`src/rtl/bcd_accumulator_pkg.sv`:
```
// ---------------------------------------------------------------------------
// bcd_accumulator_pkg
// Shared BCD constants, FSM state encoding and the digit-sum helper used by
// the BCD accumulator and its pushbutton front end.
// Revision: 1.0
// ---------------------------------------------------------------------------
`default_nettype none

package bcd_accumulator_pkg;

  localparam logic [3:0] BCD_MAX = 4'd9;
  localparam logic [4:0] BCD_TEN = 5'd10;

  typedef enum logic [1:0] {
    S_IDLE     = 2'd0,
    S_ONES     = 2'd1,
    S_TENS     = 2'd2,
    S_WAIT_REL = 2'd3
  } state_e;

  // Raw 5-bit sum of a BCD digit, an operand digit and a carry-in (max 19)
  function automatic logic [4:0] bcd_digit_sum(input logic [3:0] a,
                                               input logic [3:0] b,
                                               input logic       c);
    return {1'b0, a} + {1'b0, b} + {4'b0000, c};
  endfunction

endpackage

`default_nettype wire

```
`src/rtl/bcd_accumulator_key_debounce.sv`:
```
// ---------------------------------------------------------------------------
// bcd_accumulator_key_debounce
// Two-flop synchronizer, stable-level debounce filter and press-edge detect
// for an active-low pushbutton. Reusable for any button on the board.
// Revision: 1.0
// ---------------------------------------------------------------------------
`default_nettype none

module bcd_accumulator_key_debounce #(
  parameter int DB_CYCLES = 500000,
  parameter int DB_W      = 19
) (
  input  logic clk_i,
  input  logic rst_ni,
  input  logic key_ni,
  output logic level_o,
  output logic press_o
);

  localparam logic [DB_W-1:0] CNT_LAST = DB_W'(DB_CYCLES - 1);

  logic            sync1_q;
  logic            sync2_q;
  logic            level_q;
  logic            level_d;
  logic            press_q;
  logic            press_d;
  logic [DB_W-1:0] cnt_q;
  logic [DB_W-1:0] cnt_d;

  // Filter: count while the synced input disagrees with the debounced level;
  // the level flips only after CNT_LAST+1 consecutive disagreeing cycles.
  always_comb begin
    level_d = level_q;
    cnt_d   = '0;
    if (sync2_q != level_q) begin
      if (cnt_q == CNT_LAST) begin
        level_d = ~level_q;
      end else begin
        cnt_d = cnt_q + DB_W'(1);
      end
    end
    press_d = level_q & ~level_d;
  end

  // Synchronizer, debounce state and registered press pulse
  always_ff @(posedge clk_i or negedge rst_ni) begin
    if (!rst_ni) begin
      sync1_q <= 1'b1;
      sync2_q <= 1'b1;
      level_q <= 1'b1;
      cnt_q   <= '0;
      press_q <= 1'b0;
    end else begin
      sync1_q <= key_ni;
      sync2_q <= sync1_q;
      level_q <= level_d;
      cnt_q   <= cnt_d;
      press_q <= press_d;
    end
  end

  assign level_o = level_q;
  assign press_o = press_q;

endmodule

`default_nettype wire

```
`src/rtl/bcd_accumulator.sv`:
```
// ---------------------------------------------------------------------------
// bcd_accumulator
// Accumulates one BCD digit (plus optional carry-in) per debounced button
// press into a two-digit BCD running total with sticky overflow/error flags.
// Revision: 1.0
// ---------------------------------------------------------------------------
`default_nettype none

module bcd_accumulator
  import bcd_accumulator_pkg::*;
#(
  parameter int DB_CYCLES = 500000,
  parameter int DB_W      = 19
) (
  input  logic       clk_i,
  input  logic       rst_ni,
  input  logic [3:0] digit_i,
  input  logic       cin_i,
  input  logic       add_ni,
  input  logic       clr_i,
  output logic [3:0] ones_o,
  output logic [3:0] tens_o,
  output logic       ovf_o,
  output logic       err_o,
  output logic       busy_o,
  output logic       done_o
);

  state_e     state_q;
  logic [3:0] opd_digit_q;
  logic       opd_cin_q;
  logic       carry_q;
  logic [3:0] ones_q;
  logic [3:0] tens_q;
  logic       ovf_q;
  logic       err_q;
  logic       done_q;

  logic       key_level;
  logic       key_press;
  logic [4:0] ones_sum;
  logic [3:0] ones_wrap;
  logic [3:0] tens_sum;

  bcd_accumulator_key_debounce #(
    .DB_CYCLES (DB_CYCLES),
    .DB_W      (DB_W)
  ) u_key (
    .clk_i   (clk_i),
    .rst_ni  (rst_ni),
    .key_ni  (add_ni),
    .level_o (key_level),
    .press_o (key_press)
  );

  // Digit adders; wrap value is only used when the sum is 10..19, where the
  // modulo-16 subtraction of the low nibble yields the correct 0..9 result.
  always_comb begin
    ones_sum  = bcd_digit_sum(ones_q, opd_digit_q, opd_cin_q);
    ones_wrap = ones_sum[3:0] - BCD_TEN[3:0];
    tens_sum  = tens_q + {3'b000, carry_q};
  end

  // Control FSM with operand latch, totals and sticky flags; clear has priority
  always_ff @(posedge clk_i or negedge rst_ni) begin
    if (!rst_ni) begin
      state_q     <= S_IDLE;
      opd_digit_q <= 4'd0;
      opd_cin_q   <= 1'b0;
      carry_q     <= 1'b0;
      ones_q      <= 4'd0;
      tens_q      <= 4'd0;
      ovf_q       <= 1'b0;
      err_q       <= 1'b0;
      done_q      <= 1'b0;
    end else begin
      done_q <= 1'b0;
      if (clr_i) begin
        ones_q  <= 4'd0;
        tens_q  <= 4'd0;
        ovf_q   <= 1'b0;
        err_q   <= 1'b0;
        carry_q <= 1'b0;
        state_q <= S_WAIT_REL;
      end else begin
        case (state_q)
          S_IDLE: begin
            if (key_press) begin
              if (digit_i > BCD_MAX) begin
                err_q   <= 1'b1;
                state_q <= S_WAIT_REL;
              end else begin
                opd_digit_q <= digit_i;
                opd_cin_q   <= cin_i;
                state_q     <= S_ONES;
              end
            end
          end
          S_ONES: begin
            if (ones_sum > {1'b0, BCD_MAX}) begin
              ones_q  <= ones_wrap;
              carry_q <= 1'b1;
            end else begin
              ones_q  <= ones_sum[3:0];
              carry_q <= 1'b0;
            end
            state_q <= S_TENS;
          end
          S_TENS: begin
            if (tens_sum == BCD_TEN[3:0]) begin
              tens_q <= 4'd0;
              ovf_q  <= 1'b1;
            end else begin
              tens_q <= tens_sum;
            end
            done_q  <= 1'b1;
            state_q <= S_WAIT_REL;
          end
          S_WAIT_REL: begin
            if (key_level) begin
              state_q <= S_IDLE;
            end
          end
          default: state_q <= S_IDLE;
        endcase
      end
    end
  end

  assign ones_o = ones_q;
  assign tens_o = tens_q;
  assign ovf_o  = ovf_q;
  assign err_o  = err_q;
  assign busy_o = (state_q != S_IDLE);
  assign done_o = done_q;

endmodule

`default_nettype wire

```
`config.mk`:
```
export PLATFORM = sky130hd
export DESIGN_NAME = bcd_accumulator
export DESIGN_NICKNAME = d
export VERILOG_FILES = /design/src/rtl/bcd_accumulator_pkg.sv /design/src/rtl/bcd_accumulator_key_debounce.sv /design/src/rtl/bcd_accumulator.sv
export SDC_FILE = /design/constraint.sdc
export NUM_CORES = 1
export LEC_CHECK = 0
export CAP_MARGIN = 20
export CORE_MARGIN = 3
export CORE_UTILIZATION = 30
export DETAILED_ROUTE_END_ITERATION = 10
export PLACE_DENSITY = 0.44
export SLEW_MARGIN = 20
export SYNTH_ARGS = -nofsm -noshare
export SYNTH_HDL_FRONTEND = slang
export SYNTH_HIERARCHICAL = 1
export SYNTH_SLANG_ARGS = --single-unit
```
`constraint.sdc`:
```
create_clock -name clk_i -period 3.15 [get_ports clk_i]
set_clock_uncertainty 0.05 [all_clocks]
set_input_delay 0.63 -clock clk_i [delete_from_list [all_inputs] [get_ports clk_i]]
set_output_delay 0.63 -clock clk_i [all_outputs]
set_load 0.05 [all_outputs]
```
## Word level (Yosys, flattened, before mapping)

Index checks and enable logic that the tools add are counted.

| operators by class | value |
|---|---|
| muxes and demuxes | 27 |
| bitwise operators | 5 |
| equal/unequal tests | 8 |
| order comparisons | 2 |
| add/sub/neg operators | 5 |
| reductions and logical operators | 12 |

Operator list:

| operator | number |
|---|---|
| 2-to-1 mux 19 bit | 2 |
| 2-to-1 mux 4 bit | 6 |
| adder 19 x 1 -> 19 bit, second input constant | 1 |
| equality test 19 bit, second input constant | 1 |
| 2-to-1 mux 1 bit | 14 |
| nonzero test 2 bit | 7 |
| 2-to-1 mux 2 bit | 4 |
| one-hot mux 2 bit (4 select lines) | 1 |
| inequality test 3 x 2 -> 1 bit, second input constant | 2 |
| adder 4 x 4 -> 5 bit | 1 |
| adder 5 x 1 -> 5 bit | 1 |
| > comparator 5 x 4 -> 1 bit, second input constant | 1 |
| adder 4 x 1 -> 4 bit | 1 |
| equality test 2 bit, second input constant | 2 |
| equality test 4 bit, second input constant | 1 |
| > comparator 4 bit, second input constant | 1 |
| inverter 1 bit | 4 |
| AND reduction 2 bit | 2 |
| AND reduction 4 bit | 1 |
| subtractor 4 bit, second input constant | 1 |
| AND reduction 3 bit | 1 |
| equality test 2 x 1 -> 1 bit, second input constant | 1 |
| zero test 2 bit | 1 |
| AND 1 bit | 1 |
| inequality test 1 bit | 1 |

| word-level totals | value |
|---|---|
| input port bits | 9 |
| bits in registers | 42 |
| logic and storage cells | 73 |
| output and inout bits | 12 |

## Longest topological paths before layout

Gate-level depths: netlist of the first run.

| depth | value |
|---|---|
| depth in word-level cells | 6 |
| mapped depth | 9 |
| gate-level depth less buffers | 9 |

## Hierarchy

Netlist of the first run, hierarchy kept.

By module, submodules not included:

| module | sequential area each (µm²) | instances | area an instance (µm²) | cells an instance |
|---|---|---|---|---|
| bcd_accumulator_key_debounce | 579.3 | 1 | 1122.3 | 110 |
| bcd_accumulator | 475.5 | 1 | 1106.1 | 111 |

## Worst setup path before layout of the first run

OpenSTA, ideal clock, no wires.

| path | value |
|---|---|
| path kind | flip-flop to flip-flop |
| start | reg ones_q[0], in the netlist ones_o[0] |
| end | reg ones_q[1], in the netlist ones_o[1] |
| arrival time | 2.727 ns |
| path buffers | 0 |
| setup slack | 0.252 ns |
| cell stages (with the launch flop) | 10 |
| library setup time | 0.122 ns |
| clock period less this slack | 2.898 ns |
| required time | 2.978 ns |
| cell sequence | dfrtp_1 -> fa_1 -> fa_1 -> xnor2_2 -> ha_1 -> nor2b_1 -> a31o_1 -> nor3_2 -> or3_1 -> a32o_1 |

| on the way | value |
|---|---|
| word-level cells in the longest chain between the ends | 6 |
| elaborated cells between the ends (all ways) | 7 |
| classes of those cells | add/sub (3); order compare (1); mux (3) |

RTL lines:

| item | RTL line | RTL |
|---|---|---|
| start: declaration | bcd_accumulator.sv:33 | `logic [3:0] ones_q;` |
| start signal: assignment | bcd_accumulator.sv:101 | `ones_q <= ones_wrap;` |
| start signal: assignment | bcd_accumulator.sv:104 | `ones_q <= ones_sum[3:0];` |
| adder 4 x 4 -> 5 bit * | bcd_accumulator_pkg.sv:25 | `return {1'b0, a} + {1'b0, b} + {4'b0000, c};` |
| adder 5 x 1 -> 5 bit * | bcd_accumulator_pkg.sv:25 |  |
| subtractor 4 bit / > comparator 5 x 4 -> 1 bit (equally long branches) | bcd_accumulator.sv:60, bcd_accumulator.sv:100 |  |
| 2-to-1 mux 4 bit * | bcd_accumulator.sv:100 | `if (ones_sum > {1'b0, BCD_MAX}) begin` |
| 2-to-1 mux 4 bit * | bcd_accumulator.sv:86 | `case (state_q)` |
| 2-to-1 mux 4 bit * | bcd_accumulator.sv:78 | `if (clr_i) begin` |

Every way passes the cells marked *; elsewhere a longest branch is shown, timed or not. The select of a mux whose other input is x is not followed.
A chain may end at the register's enable or synchronous reset.

## Worst setup path in the final report of the first run

Ends and elaborated chain as after synthesis.

==> results of run 1 <==
==> layer usage <==
layer / wire (um) / part of all wire / GRT usage / vias up
met5: 0 / 0 / 0 / -
met4: 48 / 0.011 / 0.0334 / 0
met3: 169 / 0.038 / 0.0263 / 5
met2: 1870 / 0.42 / 0.165 / 27
met1: 2340 / 0.53 / 0.165 / 766
li1: - / - / - / 826
==> final timing paths <==
kind / start / endpoint / slack [ps] / cells after the start
min in group clk_i: u_key/sync1_q / u_key/sync2_q / 310 / 0
max reg2reg: ones_o[0] / ones_o[1] / 330 / 9
min: rst_ni / ones_o[2] / 230 / 1
max in group asynchronous: rst_ni / u_key/sync1_q / 2260 / 2
max: ones_o[0] / ones_o[1] / 330 / 9
min reg2reg: u_key/sync1_q / u_key/sync2_q / 310 / 0
==> cells by family (layout without fill, tap and decap cells) <==
logic type,after synthesis,in the layout,synth area share
AOI/OAI and AO/OA,25,25,0.0775
DFF,42,42,0.473
adders and majority gates,13,13,0.0797
xor gates and xnor gates,21,21,0.0859
buffers and inverters,17,42,0.0298
and+or+nand+nor,96,96,0.220
muxes,7,7,0.0342
==> through the flow <==
step / total power, W / setup slack (ps)
finish: 0.000964 / 328
floorplan: 0.000576 / 252
global placement: 0.000605 / 398
CTS: 0.000982 / 331
global route: 0.00101 / 177
detailed placement: 0.000604 / 378
==> cell type report <==
class	instances	area [um2]
fill	729	4330
timing repair buffer	22	230
clock inverter	3	25.0
multi-input combinational	162	1110
inverter	12	45.0
tap	96	120
clock buffer	5	68.8
sequential	42	1050
==> cells in the final DEF (no fill, tap or decap), types with 2 or more instances in the layout <==
cell              n
dfrtp_1          39
nor2_1           31
clkdlybuf4s50_1  19
nand2_1          16
xnor2_1          13
inv_1            11
ha_1             11
nand4_1          10
nand3_1           9
a21oi_1           9
nor3_1            8
xor2_1            7
mux2_2            5
clkbuf_8          5
o21ai_0           4
nor2b_1           3
nor4_1            3
dfstp_2           3
mux2i_1           2
and3_1            2
or3_1             2
and2_1            2
nor3b_1           2
fa_1              2
nor4b_1           2
==> critical path, cell delays in order, from the launching register on <==
cell and delay, ps:
dfrtp_1 420, fa_1 480, fa_1 440, xnor2_2 220
ha_1 200, nor2b_1 140, a31o_1 140, nor3_2 60
or3_1 310, a32o_1 250
==> flip-flops by register name (all words and copies together) (netlist names) <==
name           count
err_o              1
done_o             1
u_key/sync1_q      1
state_q            2
u_key/cnt_q       19
ovf_o              1
opd_cin_q          1
tens_o             4
opd_digit_q        4
ones_o             4
u_key/press_o      1
u_key/sync2_q      1
u_key/level_o      1
carry_q            1
==> power by group through the flow <==
stage | clock network, W | logic (W) | registers, W
final | 0.000369 | 0.0000448 | 0.000551
after global routing | 0.000408 | 0.0000522 | 0.000553
after CTS | 0.000388 | 0.0000426 | 0.000551
after detailed placement | 0 | 0.0000428 | 0.000562
after global placement | 0 | 0.0000431 | 0.000562
after floorplan | 0 | 0.0000170 | 0.000559
==> summary.txt, run 1 <==
Status
  – Status: completed

Placed design
  – IO Port Bufs: 20
  – Area after DPL: 2530 um2
  – Dpl hpwl: 3200 um
  – Placed cell count: 333
  – Final Wtd Congestion: 0.740

Power and ir drop
  – Sequential power share: 0.571
  – Worst vdd ir: 216 uV
  – Int Pwr: 0.000723 W
  – Sw frac: 0.250
  – Clock power share: 0.382
  – Comb power frac: 0.046
  – PD cells: 364 nW/um2
  – Lkg Pwr: 1.11 nW
  – NetSw: 0.000241 W

Yosys
  – Part of the Yosys area used for sequential elements: 0.473
  – Top cells by area, synth: dfrtp_1 44%, ha_1 6.2%, nor2_1 5.2%
  – Synth cell count leaders: 39 x dfrtp_1, 31 x nor2_1, 16 x nand2_1
  – Synth area leader: dfrtp_1
  – Avg Cell Area, Syn: 10.1 um2
  – Synth Register Bits: 42
  – Async S/R FF share, synth: 1.00
  – Syn Nets: 243
  – Synth warn: 6
  – EDFF count, synth: 0
  – Top-count cell post-synth: dfrtp_1
  – Synth Instances: 221
  – Area share of the largest cell type after synthesis: 0.438
  – Ys flop type: dfrtp_1
  – Mapped Area: 2230 um2
  – Netlist cell types: 47

STA
  – Final setup fails: 0
  – Fin crit share: 0.896
  – RSZ-0062 raised after global routing: no
  – Relative max-transition margin: 0.505
  – Slew @ Worst Pin: 743 ps
  – Crit path time final: 2820 ps
  – Minimum hold slack: 234 ps
  – Max Fclk: 354 MHz
  – Final Hold Violating Endpoints: 0
  – Total negative slack: 0 ps
  – Slew Limit Fails: 0

Critical path
  – Kind of end point of the critical path: flop
  – Critical path peak fanout: 4
  – Crit path DAT: 2960 ps
  – Critical path data required time: 3290 ps
  – Startpoint class of the critical path: flop
  – Crit path kind: reg2reg

Floorplan
  – FP Rows: 30
  – DIE HEIGHT: 92.2 um
  – Core area: 6980 um2
  – Chip Width: 92.2 um
  – Die area: 8500 um2
  – I/O pin cnt: 21
  – Initial core utilization: 0.319

Clock tree
  – Cts repair resizes: 0
  – Hold_buf cts: 0
  – Worst-case clock buffer depth: 2
  – Setup Buffers After CTS: 0
  – Clock root cell: clkbuf_8
  – Worst-path clk slew: 90 ps
  – CTS tree: built
  – TritonCTS Sinks: 42
  – Skew-Pair Late Insertion Delay: 300 ps
  – CTS Buf Count: 5
  – H-tree Lvls: 2

Detailed routing
  – WL/cell: 12.9 um
  – Post-route DRC violation count: 0
  – Pre-antenna DRT Iters: 4
  – ANT nets after route: 0
  – Via density: 4.75
  – Via count: 1624
  – Drt total wl: 4430 um
  – Detailed Route Iter0 Violations: 45

Cells and area
  – Diodes inserted: 0
  – Final core area utilization: 0.380
  – Nets: 267
  – Layout cell share with drive strength beyond 1: 0.110
  – Non-filler cells, final: 342
  – Area grow syn2layout: 19.0%
  – Final Cell Area: 2650 um2

Flow run
  – # Max-Cap Violations: 0

Global route
  – Largest net degree at the start of global routing: 43
  – Initial antenna violation count: 0
  – First-pass GRT wire length: 7730 um
  – Vias in the first global route: 1569
  – Gr usage total: 0.113
  – Total grt overflow: 0

Min path
  – Hold WC Path Type: in2async
Power figures use the tool's default switching activity.
==> run 2: changes to the inputs <==
--- a/config.mk
+++ b/config.mk
@@ -9,7 +9,6 @@
 export CORE_MARGIN = 3
 export CORE_UTILIZATION = 30
 export DETAILED_ROUTE_END_ITERATION = 10
-export PLACE_DENSITY = 0.44
 export SLEW_MARGIN = 20
 export SYNTH_ARGS = -nofsm -noshare
 export SYNTH_HDL_FRONTEND = slang
==> summary.txt, run 2 (synthesis results as in run 1) <==
Status
  – Status: completed

Critical path
  – Kind of end point of the critical path: flop
  – Reg2Reg Setup Slack: 340 ps
  – Worst R2R Path Depth: 9
  – Worst path bufs/invs: 0
  – Worst path depth: 9
  – Slowest CP cell: fa_1
  – CP top delay family: adder cells
  – Crit path DAT: 2940 ps
  – Critical path data required time: 3290 ps
  – CP max stage delay: 470 ps
  – CP dominant cell by count: fa_1
  – Crit path kind: reg2reg
  – Critical path, cell by cell: fa_1 -> fa_1 -> xnor2_2 -> ha_1 -> nor2b_1 -> a31o_1 -> nor3_2 -> or3_1 -> a32o_1
  – Critical path peak fanout: 4
  – Startpoint class of the critical path: flop

STA
  – Slew Limit Fails: 0
  – Max Fclk: 356 MHz
  – RSZ-0062 raised after global routing: no
  – Crit path time final: 2810 ps
  – Final Hold Violating Endpoints: 0
  – Slew @ Worst Pin: 920 ps
  – Relative max-transition margin: 0.386
  – Fin crit share: 0.891
  – Final setup fails: 0
  – Total negative slack: 0 ps

Placed design
  – Dpl hpwl: 3060 um
  – Placed cell count: 333
  – IO Port Bufs: 20
  – Area after DPL: 2530 um2
  – Final Wtd Congestion: 0.833

Clock tree
  – Worst-path clk slew: 80 ps
  – Cts repair resizes: 0
  – TritonCTS Sinks: 42
  – Clock root cell: clkbuf_8
  – Setup Buffers After CTS: 0
  – CTS Buf Count: 5
  – H-tree Lvls: 2
  – Hold_buf cts: 0
  – Worst-case clock buffer depth: 2
  – CTS tree: built
  – Skew-Pair Late Insertion Delay: 290 ps

Floorplan
  – Core area: 6980 um2
  – DIE HEIGHT: 92.2 um
  – Initial core utilization: 0.319
  – Chip Width: 92.2 um
  – Die area: 8500 um2
  – FP Rows: 30
  – I/O pin cnt: 21

Cells and area
  – Layout cell share with drive strength beyond 1: 0.102
  – Final core area utilization: 0.375
  – Fill cell count: 721
  – Diodes inserted: 0
  – Nets: 266
  – Largest register FFs: 19
  – Largest Register: u_key/cnt_q
  – Multi-input gate area: 1110 um2
  – Most frequent cells in the layout: 39 x dfrtp_1, 31 x nor2_1, 19 x clkdlybuf4s50_1
  – Non-filler cells, final: 341
  – FF+latch area: 1050 um2
  – Area grow syn2layout: 17.6%
  – Commonest non-fill, non-tap cell in the layout: dfrtp_1
  – Final Cell Area: 2620 um2

Power and ir drop
  – Worst vdd ir: 131 uV
  – Pwr Total: 0.000950 W
  – PD cells: 362 nW/um2
  – Lkg Pwr: 1.10 nW

Detailed routing
  – Post-route DRC violation count: 0
  – Pre-antenna DRT Iters: 4
  – Drt total wl: 4260 um
  – ANT nets after route: 0
  – Detailed Route Iter0 Violations: 85
  – WL/cell: 12.5 um
  – Via count: 1615
  – Via density: 4.74

Global route
  – Largest net degree at the start of global routing: 43
  – Initial antenna violation count: 0
  – Vias in the first global route: 1663
  – Gr usage total: 0.112
  – First-pass GRT wire length: 7660 um
  – Total grt overflow: 0

Min path
  – Hold depth: 0
  – Hold WC Path Type: reg2reg

Flow run
  – # Max-Cap Violations: 0
## run 2: final cells by class
class                   instances  area share
well taps                      96      0.0458
inverters                      12      0.0172
clock inverters                 1     0.00191
repair buffers                 21      0.0773
flip-flops and latches         42       0.402
clock buffers                   7      0.0329
multi-input cells             162       0.422
## run 2: worst reg2reg max path, delay by kind of cell (launching register included)
kind | cells | cell delay (ps)
AOI/OAI and AO/OA | 2 | 390
xor gates and xnor gates | 1 | 210
adders and majority gates | 3 | 1120
DFF | 1 | 420
and+or+nand+nor | 3 | 510
## run 2: where the power goes
part	total [W]	switching (W)	internal [W]
clock	0.000359	0.000181	0.000177
sequential	0.000551	0.00000593	0.000545
combinational	0.0000403	0.0000254	0.0000149
total	0.000950	0.000213	0.000737
## run 2: layer usage
layer / routed length [um] / track usage / part of all wire / vias to the layer above
li1: - / - / - / 819
met1: 2150 / 0.152 / 0.51 / 773
met2: 1910 / 0.172 / 0.45 / 18
met3: 125 / 0.0205 / 0.029 / 5
met4: 71 / 0.0520 / 0.017 / 0
met5: 0 / 0 / 0 / -
## run 2: through the flow
step           setup slack (ps)  hold slack [ps]
2_1_floorplan               252              284
3_3_place_gp                414              296
3_5_place_dp                384              297
4_1_cts                     341              309
5_1_grt                     172              313
6_report                    343              307
## run 2: final timing paths
| path | startpoint | end |
|---|---|---|
| setup / recovery | ones_o[0] | ones_o[1] |
| hold / removal | u_key/sync1_q | u_key/sync2_q |
| setup reg to reg | ones_o[0] | ones_o[1] |
| hold reg to reg | u_key/sync1_q | u_key/sync2_q |
| max in group asynchronous | rst_ni | u_key/cnt_q[4] |
| min in group asynchronous | rst_ni | err_o |
==> run 3: changes to the inputs <==
--- a/config.mk
+++ b/config.mk
@@ -5,6 +5,7 @@
 export SDC_FILE = /design/constraint.sdc
 export NUM_CORES = 1
 export LEC_CHECK = 0
+export ABC_AREA = 1
 export CAP_MARGIN = 20
 export CORE_MARGIN = 3
 export CORE_UTILIZATION = 30
==> summary.txt, run 3 <==
Detailed routing
  – Pre-antenna DRT Iters: 4
  – Post-route DRC violation count: 0
  – WL/cell: 11.3 um
  – Drt total wl: 4680 um
  – Via count: 1870
  – Via density: 4.51
  – Detailed Route Iter0 Violations: 52
  – ANT nets after route: 0

Cells and area
  – Most frequent cells in the layout: 56 x nand2_1, 40 x nor2_1, 39 x dfrtp_1
  – Final core area utilization: 0.373
  – Non-filler cells, final: 415
  – Nets: 337
  – Largest Register: u_key/cnt_q
  – Layout cell share with drive strength beyond 1: 0.127
  – Area grow syn2layout: 16.8%
  – Commonest non-fill, non-tap cell in the layout: nand2_1
  – Diodes inserted: 0
  – Largest register FFs: 19

STA
  – Final Hold Violating Endpoints: 0
  – Relative max-transition margin: 0.390
  – RSZ-0062 raised after global routing: no
  – Fin crit share: 0.831
  – Max Fclk: 382 MHz
  – Crit path time final: 2620 ps
  – Slew Limit Fails: 0
  – Final setup fails: 0
  – Slew @ Worst Pin: 915 ps
  – Total negative slack: 0 ps

Clock tree
  – Setup Buffers After CTS: 0
  – Clock root cell: clkbuf_8
  – Skew-Pair Late Insertion Delay: 300 ps
  – Cts repair resizes: 0
  – TritonCTS Sinks: 42
  – H-tree Lvls: 2
  – Worst-case clock buffer depth: 2
  – Worst-path clk slew: 80 ps
  – Hold_buf cts: 0
  – CTS tree: built
  – CTS Buf Count: 5

Global route
  – First-pass GRT wire length: 8550 um
  – Total grt overflow: 0
  – Vias in the first global route: 1914
  – Gr usage total: 0.119
  – Initial antenna violation count: 0
  – Largest net degree at the start of global routing: 43

Critical path
  – Critical path peak fanout: 5
  – Crit path kind: reg2out
  – Critical path data required time: 2470 ps
  – Crit path DAT: 1940 ps
  – Kind of end point of the critical path: output port
  – Startpoint class of the critical path: flop

Yosys
  – Async S/R FF share, synth: 1.00
  – Syn Nets: 310
  – Synth Area in Adders: 0.0744
  – Netlist cell types: 29
  – Synth area leader: dfrtp_1
  – Simple-Gate Fraction of Synth Area: 0.309
  – Compound-Gate Fraction of Synth Area: 0.0707
  – Mapped Area: 2390 um2
  – Largest family of logic cells by synthesized area: simple AND/OR/NAND/NOR gates
  – Avg Cell Area, Syn: 8.29 um2
  – Area share of the largest cell type after synthesis: 0.409
  – Synth warn: 6
  – Synth cell count leaders: 56 x nand2_1, 40 x nor2_1, 39 x dfrtp_1
  – Multiplexer share of the synthesized area: 0
  – Ys flop type: dfrtp_1
  – Synth Instances: 288
  – Top cells by area, synth: dfrtp_1 41%, nand2_1 8.8%, nand3_1 6.7%
  – EDFF count, synth: 0
  – Post-Synth XOR/XNOR Area: 0.0435
  – Top-count cell post-synth: nand2_1
  – Synth Register Bits: 42
  – Part of the Yosys area used for sequential elements: 0.442

Min path
  – Hold WC Path Type: reg2reg

Floorplan
  – Die area: 9070 um2
  – Core area: 7490 um2
  – I/O pin cnt: 21
  – DIE HEIGHT: 95.2 um
  – FP Rows: 31
  – Initial core utilization: 0.319
  – Chip Width: 95.2 um

Power and ir drop
  – Worst vdd ir: 188 uV
  – Lkg Pwr: 1.30 nW
  – PD cells: 392 nW/um2

Placed design
  – Placed cell count: 407
  – IO Port Bufs: 20
  – Dpl hpwl: 3610 um
  – Final Wtd Congestion: 0.840

Flow run
  – # Max-Cap Violations: 0

Status
  – Status: completed
## run 3: area by class of cell
type	count	area (um2)
Fill cell	746	4700
Timing Repair Buffer	20	195
Sequential cell	42	1050
Tap cell	99	124
Clock inverter	2	10.0
Inverter	39	146
Multi-Input combinational cell	207	1190
Clock buffer	6	72.6
## run 3: critical path, cell delays in order, from the launching register on
cell	delay, ps
dfrtp_1	430
inv_1	80
ha_1	240
inv_1	90
clkdlybuf4s50_1	810
## run 3: logic make-up after synthesis
kind of cell               after synthesis
buffers and inverters                   39
xor gates and xnor gates                11
DFF                                     42
adders and majority gates               13
AOI/OAI and AO/OA                       26
and+or+nand+nor                        157
## run 3: stage by stage
stage / total power, W / setup slack [ps] / hold slack (ps) / area [um2]
after floorplan: 0.000704 / 597 / 284 / 2390
after detailed placement: 0.000768 / 659 / 297 / 2710
after global routing: 0.00116 / 461 / 313 / 2790
final: 0.00109 / 532 / 307 / 2790
after CTS: 0.00112 / 514 / 308 / 2790
after global placement: 0.000765 / 768 / 297 / 2710
## run 3: final timing paths
| kind | depth (start not counted) | slack (ps) | to | start |
|---|---|---|---|---|
| max | 4 | 530 | busy_o | state_q[0] |
| min | 0 | 310 | u_key/sync2_q | u_key/sync1_q |
| max reg2reg | 13 | 640 | ones_o[1] | ones_o[0] |
| min reg2reg | 0 | 310 | u_key/sync2_q | u_key/sync1_q |
| max in group asynchronous | 1 | 2070 | carry_q | rst_ni |
| min in group asynchronous | 1 | 410 | u_key/cnt_q[18] | rst_ni |
## run 3: where the power goes
group | switching [W] | leakage, nW | internal (W)
Combinational | 0.000119 | 0.685 | 0.0000592
Sequential | 0.0000169 | 0.567 | 0.000560
Clock | 0.000186 | 0.0450 | 0.000154
Total | 0.000322 | 1.30 | 0.000773
## run 3: per-layer routing
layer  share of wire  global-route usage  vias up  routed length (um)
met1            0.46               0.147      865                2160
met5               0                   0        -                   0
li1                -                   -      972                   -
met3           0.038              0.0268        5                 177
met2            0.49               0.208       28                2310
met4          0.0083              0.0325        0                  39
